[src/rtl/vector_pkg.sv]
// vector_pkg: shared vector types, including the write-back request and source enums.
package vector_pkg;
  localparam int NUM_ELEMENTS = 4;
  localparam int ELEM_W = 32;
  typedef logic [NUM_ELEMENTS-1:0][ELEM_W-1:0] vreg_t;
  typedef logic [4:0] vsel_t;
  typedef enum logic {WB_ALU, WB_SP} wb_src_t;
  typedef struct packed {
    vsel_t vd;
    vreg_t data;
    logic [NUM_ELEMENTS-1:0] mask;
  } wb_req_t;
endpackage

[src/rtl/vector_wb_hold.sv]
// vector_wb_hold: one-entry holding register with a valid/ready handshake and grant release.
module vector_wb_hold
  import vector_pkg::*;
(
  input  logic    CLK,
  input  logic    nRST,
  input  logic    in_valid,
  input  wb_req_t in_req,
  input  logic    grant,
  output logic    ready,
  output logic    valid,
  output wb_req_t req
);
  assign ready = !valid || grant;
  // a capture on the grant edge overwrites the released entry, so no bubble
  always_ff @(posedge CLK or negedge nRST)
    if (!nRST) begin
      valid <= 1'b0;
      req <= '0;
    end else if (in_valid && ready) begin
      valid <= 1'b1;
      req <= in_req;
    end else if (grant) begin
      valid <= 1'b0;
    end
endmodule

[src/rtl/vector_wb_arbiter.sv]
// vector_wb_arbiter: round-robin write-back arbiter for ALU and scratchpad results.
// Define VWB_PERF_CNT_EN to add the saturating conflict_cnt port.
module vector_wb_arbiter
  import vector_pkg::*;
#(
  parameter int NUM_ELEMENTS = vector_pkg::NUM_ELEMENTS,
  parameter int VD_W = $bits(vsel_t)
) (
  input  logic                    CLK,
  input  logic                    nRST,
  input  logic                    alu_valid,
  output logic                    alu_ready,
  input  logic [VD_W-1:0]         alu_vd,
  input  vreg_t                   alu_data,
  input  logic [NUM_ELEMENTS-1:0] alu_mask,
  input  logic                    sp_valid,
  output logic                    sp_ready,
  input  logic [VD_W-1:0]         sp_vd,
  input  vreg_t                   sp_data,
  input  logic [NUM_ELEMENTS-1:0] sp_mask,
  output logic                    wen,
  output logic [VD_W-1:0]         wb_vd,
  output vreg_t                   wb_data,
  output logic [NUM_ELEMENTS-1:0] wb_mask,
  output logic                    busy
`ifdef VWB_PERF_CNT_EN
  ,output logic [31:0]            conflict_cnt
`endif
);
  wb_req_t alu_req, sp_req, wb_q;
  logic alu_hv, sp_hv, grant_alu, grant_sp, sp_older;
  wb_src_t last_grant;
  vector_wb_hold u_alu_hold (
    .CLK(CLK), .nRST(nRST), .in_valid(alu_valid),
    .in_req('{vd: alu_vd, data: alu_data, mask: alu_mask}),
    .grant(grant_alu), .ready(alu_ready), .valid(alu_hv), .req(alu_req)
  );
  vector_wb_hold u_sp_hold (
    .CLK(CLK), .nRST(nRST), .in_valid(sp_valid),
    .in_req('{vd: sp_vd, data: sp_data, mask: sp_mask}),
    .grant(grant_sp), .ready(sp_ready), .valid(sp_hv), .req(sp_req)
  );
  // equal destinations must retire oldest-first; a same-edge tie goes to ALU
  assign grant_alu = alu_hv && (!sp_hv || (alu_req.vd == sp_req.vd ? !sp_older : last_grant == WB_SP));
  assign grant_sp = sp_hv && !grant_alu;
  assign busy = alu_hv || sp_hv;
  assign wb_vd = wb_q.vd;
  assign wb_data = wb_q.data;
  assign wb_mask = wb_q.mask;
  always_ff @(posedge CLK or negedge nRST)
    if (!nRST) begin
      wen <= 1'b0;
      wb_q <= '0;
      last_grant <= WB_SP;
      sp_older <= 1'b0;
    end else begin
      wen <= grant_alu || grant_sp;
      if (grant_alu || grant_sp) begin
        wb_q <= grant_alu ? alu_req : sp_req;
        last_grant <= grant_alu ? WB_ALU : WB_SP;
      end
      sp_older <= (sp_valid && sp_ready) ? 1'b0 : (alu_valid && alu_ready) ? (sp_hv && !grant_sp) : sp_older;
    end
`ifdef VWB_PERF_CNT_EN
  always_ff @(posedge CLK or negedge nRST)
    if (!nRST) conflict_cnt <= '0;
    else if (alu_hv && sp_hv && conflict_cnt != '1) conflict_cnt <= conflict_cnt + 32'd1;
`endif
endmodule

[config.mk]
export PLATFORM = sky130hd
export DESIGN_NAME = vector_wb_arbiter
export DESIGN_NICKNAME = d
export VERILOG_FILES = /design/src/rtl/vector_pkg.sv /design/src/rtl/vector_wb_hold.sv /design/src/rtl/vector_wb_arbiter.sv
export SDC_FILE = /design/constraint.sdc
export NUM_CORES = 1
export LEC_CHECK = 0
export ABC_AREA = 1
export CAP_MARGIN = 0
export CORE_UTILIZATION = 40
export CTS_BUF_LIST = sky130_fd_sc_hd__clkbuf_8 sky130_fd_sc_hd__clkbuf_16
export CTS_CLUSTER_DIAMETER = 50
export CTS_CLUSTER_SIZE = 14
export DETAILED_ROUTE_END_ITERATION = 10
export HOLD_SLACK_MARGIN = 0.06
export PLACE_DENSITY_LB_ADDON = 0.12
export REMOVE_ABC_BUFFERS = 1
export SLEW_MARGIN = 15
export SYNTH_ARGS = -nofsm -noshare
export SYNTH_HDL_FRONTEND = slang
export SYNTH_HIERARCHICAL = 1
export SYNTH_SLANG_ARGS = --single-unit
[constraint.sdc]
create_clock -name CLK -period 6 [get_ports CLK]
set_clock_uncertainty 0.2 [all_clocks]
set_input_delay 0.6 -clock CLK [delete_from_list [all_inputs] [get_ports CLK]]
set_output_delay 0.6 -clock CLK [all_outputs]
set_load 0.02 [all_outputs]
# == After elaboration in Yosys (flattened, before gate mapping) ==
# Cells that the tools add are included.
# word_totals
ff_bits,416
latch_bits,0
mem_bits_rw,0
rom_bits,0
input_bits,278
output_inout_bits,141
word_cells,51
memories,0
# op_classes
n_addsub,0
n_mul,0
n_div,0
magnitude_cmp,0
eq_ne,1
n_shift,0
mux,9
bitwise,0
reduce_logical,18
# op_table
op,count
$mux W137,1
$mux W1,8
$reduce_bool A2 Y1,3
$eq A5 B5 Y1,1
$logic_and A1 B1 Y1,5
$logic_not A1 Y1,5
$logic_or A1 B1 Y1,5

# == Logic depth before layout (Yosys ltp) ==
# depth
depth_word,10
mapped_depth,17
ltp_nobuf,14

# == Modules after synthesis ==
# The synthesis kept the hierarchy.
# modules_own_cells
mod,instances,cells_per_inst,area_each_um2,seq_area_each_um2
vector_wb_hold,2,598,5507.8,3453.3
vector_wb_arbiter,1,1072,7430.9,3504.6

# == Worst setup path after synthesis ==
# Ideal clock, no wire load.
# synth_path
path_type,reg-to-output
startpoint,register u_alu_hold/req[132] in the netlist's numbering
endpoint,output port sp_ready
arrival_ns,1.583
required_ns,5.200
path_slack_ns,3.617
path_stages_with_launch,12
path_buffers,2
path_cell_list,dfrtp_1 -> nor2_1 -> nor2_1 -> nor2_1 -> nand3_1 -> nand2_1 -> nand2_1 -> a21boi_2 -> buf_4 -> inv_2 -> nand2_4 -> buf_2
# synth_via
elab_chain_len,7
# synth_lines
element,line,source
"start, declared",vector_wb_hold.sv:12,output wb_req_t req
"start signal, assigned",vector_wb_hold.sv:22,req <= in_req;
$eq A5 B5 Y1,vector_wb_arbiter.sv:44,assign grant_alu = alu_hv && (!sp_hv || (alu_req.vd == sp_req.vd ? !sp_older : last_grant == WB_SP));
$mux W1,vector_wb_arbiter.sv:44,
$logic_or A1 B1 Y1,vector_wb_arbiter.sv:44,
$logic_and A1 B1 Y1,vector_wb_arbiter.sv:44,
$logic_not A1 Y1,vector_wb_arbiter.sv:45,assign grant_sp = sp_hv && !grant_alu;
$logic_and A1 B1 Y1,vector_wb_arbiter.sv:45,
via grant_sp,vector_wb_arbiter.sv:31,"logic alu_hv, sp_hv, grant_alu, grant_sp, sp_older;"
$logic_or A1 B1 Y1,vector_wb_hold.sv:14,assign ready = !valid || grant;
"end, declared",vector_wb_arbiter.sv:17,"output logic sp_ready,"
# The timed path passes the listed nets, and every way through them passes these cells.

# == Final worst setup path ==
# layout_path
startpoint,register u_alu_hold.valid
endpoint,output port alu_ready
# layout_via
elab_chain_len,2
elab_cells_between_ends,3
classes_between,3 x reduce/logical
# layout_lines
element,line,source
"start, declared",vector_wb_hold.sv:11,"output logic valid,"
"start signal, assigned",vector_wb_hold.sv:18,valid <= 1'b0;
"start signal, assigned",vector_wb_hold.sv:21,valid <= 1'b1;
"start signal, assigned",vector_wb_hold.sv:24,valid <= 1'b0;
$logic_not A1 Y1 or $logic_and A1 B1 Y1 (tied branches),"vector_wb_hold.sv:14, vector_wb_arbiter.sv:44",
$logic_or A1 B1 Y1 *,vector_wb_hold.sv:14,
"end, declared",vector_wb_arbiter.sv:12,"output logic alu_ready,"
# Mark *: on every way between the ends. The rest lies on a longest branch, timed or not.

==> flow_summary.ini <==
[routing]
viasPerCell = 5.040
ant_nets = 0
routed_wl_mm = 58.82
vias = 16280
drc = 0
drt-wirelength-per-cell_um = 18.21
drt_iter0_drc = 1335
drt_first_pass_iters = 5

[yosys]
syn-cell-area_mm2 = 0.01845
synth_top_area_share_pct = 56.30
avgSynthCellArea_um2 = 8.133
synth.largest_area_cell = dfrtp_1
ys_warn_count = 6
yosysMostFrequentCell = nand2_1
netlist_instances = 2268
synth.area.top_cells = dfrtp_1 56%, nand2_1 21%, nand3_1 14%
synth_ff_type = dfrtp_1
synth_commonest_cells = 1025 x nand2_1, 500 x nand3_1, 415 x dfrtp_1, 148 x inv_1, 67 x buf_2
ys_seq_area_share_pct = 56.44
synth_edf_count = 0
ys_async_sr_fraction_pct = 100.0
ys_types = 20
synth-seq-cells = 416

[cts]
cts-buffers-inserted = 45
cts_hold_buf = 1
post_cts_buffers = 0
clkTransAtPathRegs_ns = 0.06
root_buffer = clkbuf_16
cts_resized = 0
cts_buffer_depth = 3
insertion_delay_ns = 0.58
htreeDepth = 2
cts_tree = yes
cts.sinks = 416

[job]
max_cap_viol_count = 0

[setup_path]
end_kind = output port
start_kind = flop
cp_data_required_time_ns = 5.20
crit_path_start = u_alu_hold/valid
reg2reg_to = u_sp_hold/req[53]
rrSetupSlack_ns = 2.18
path_class = flop to output port
cp_max_fo = 72
crit_end = alu_ready
ff2ff_path_depth = 6
cp.arrival_ns = 3.21
reg2reg_from = u_sp_hold/valid

[timing]
slew_viol_final = 0
grt_setup_unrepaired = no
worstMarginPinSlew_ns = 1.175
hold_viol_final = 0
period_minus_slack_ns = 4.008
finalSetupTns_ns = 0
fin_crit_sh_pct = 66.79
fin_ws_ns = 1.992
fmax_ghz = 0.2495
setup_violations = 0
max_slew_margin_pct = 21.67

[global_routing]
gr-total-overflow = 0
grt_first_pass_wirelength_mm = 92.43
antenna_found_initial = 9
grt_start_max_net_pins = 156
grt_usage_pct = 25.17
grt_pass1_vias = 16540

[die]
start_util_pct = 40.56
io_pins = 419
die_w_um = 216.7
chipHeight_um = 216.7
coreArea_mm2 = 0.04548
dieArea_mm2 = 0.04698
rows = 78

[finish]
finalNetCount = 2873
syn2layout_area_growth_pct = 31.11
drive_above_1_share_pct = 4.340

[place]
gp_congestion = 0.8064
dpl_worst_slack_ns = 2.192
port_buffers = 418
hpwl_mm = 35.11

[power_and_ir_drop]
max-vdd-ir-drop_mv = 0.3621
p_leak_nw = 12.57
power.density_mw_per_mm2 = 576.7
total_power_mw = 13.95

[worst_hold_path]
hp-class = input pin to flop

[outcome]
run_status = finished, final reports clean
## sequential cells by signal, indices dropped and copies added, names as in the netlist
| register | count |
|---|---|
| u_alu_hold/req | 137 |
| u_sp_hold/req | 137 |
| wb_data | 128 |
| wb_vd | 5 |
| wb_mask | 4 |
| last_grant | 1 |
| sp_older | 1 |
| u_alu_hold/valid | 1 |
| u_sp_hold/valid | 1 |
| wen | 1 |
## placed cells by master (no fill, tap or decap), drive strengths merged, types with 2 or more instances in the layout
cell and n:
bufinv 5, inv 158, dfrtp 415, nand3 501, clkinvlp 7, diode 3, clkdlybuf4s50 415, nor2 5
clkinv 7, buf 24, nand2 1030, nand4 2, clkbuf 52
## how the worst min path moves through the flow
stage	start	end	slack, ns	cells after the start
2_1_floorplan	nRST	sp_older	0.10	0
3_3_place_gp	u_sp_hold/req[32]	u_sp_hold/req[32]	0.25	2
3_5_place_dp	u_sp_hold/req[113]	u_sp_hold/req[113]	0.26	2
4_1_cts	alu_valid	u_alu_hold/req[66]	0.15	3
5_1_grt	alu_valid	u_alu_hold/req[88]	0.18	3
6_report	alu_valid	u_alu_hold/req[66]	0.18	3
## stage by stage
step,std cells,hold WS [ns],util (%),instance area [um2]
2_1_floorplan,2108,0.1044,-,17440
3_3_place_gp,3147,0.2531,49.74,22620
3_5_place_dp,3147,0.2583,49.74,22620
4_1_cts,3227,0.1523,53.16,24180
5_1_grt,3228,0.1791,53.17,24180
6_report,3230,0.1838,53.18,24190
## area by class of cell
| class | count | area [um2] |
|---|---|---|
| fill | 4314 | 21290 |
| sequential | 416 | 10420 |
| multi-input combinational | 1542 | 6520 |
| timing repair buffer | 440 | 4377 |
| clock buffer | 52 | 1234 |
| tap | 600 | 750.7 |
| inverter | 150 | 563.0 |
| clock inverter | 27 | 315.3 |
| antenna | 3 | 7.507 |
## critical path: stages, from the launching register on
cell and delay [ns]:
dfrtp_4 0.76, buf_4 0.62, nand2_8 0.46, clkdlybuf4s50_1 0.74
## per-layer routing
| metal | GRT usage [%] | share of wire (%) | vias up |
|---|---|---|---|
| li1 | - | - | 7752 |
| met5 | 0 | 0.14 | - |
| met1 | 32.72 | 43 | 7857 |
| met2 | 40.44 | 46 | 548 |
| met3 | 6.765 | 8.4 | 111 |
| met4 | 8.873 | 2.9 | 12 |
## logic make-up (layout without fill, tap and decap cells)
logic type,count (synthesis),in the layout,share of synthesized area (%)
AOI/OAI and AO/OA,3,3,0.1289
xor gates and xnor gates,1,1,0.04749
buffers and inverters,310,669,8.513
DFF,416,416,56.44
other,0,3,0
and+or+nand+nor,1538,1538,34.87
## power by group
part	switching (mW)	internal (mW)	leakage (nW)	total, mW
Sequential	0.857	4.18	5.15	5.04
Combinational	3.89	2.12	6.66	6.01
Clock	1.20	1.70	0.752	2.90
Total	5.95	8.00	12.6	13.9
(Power assumes the default switching activity.)
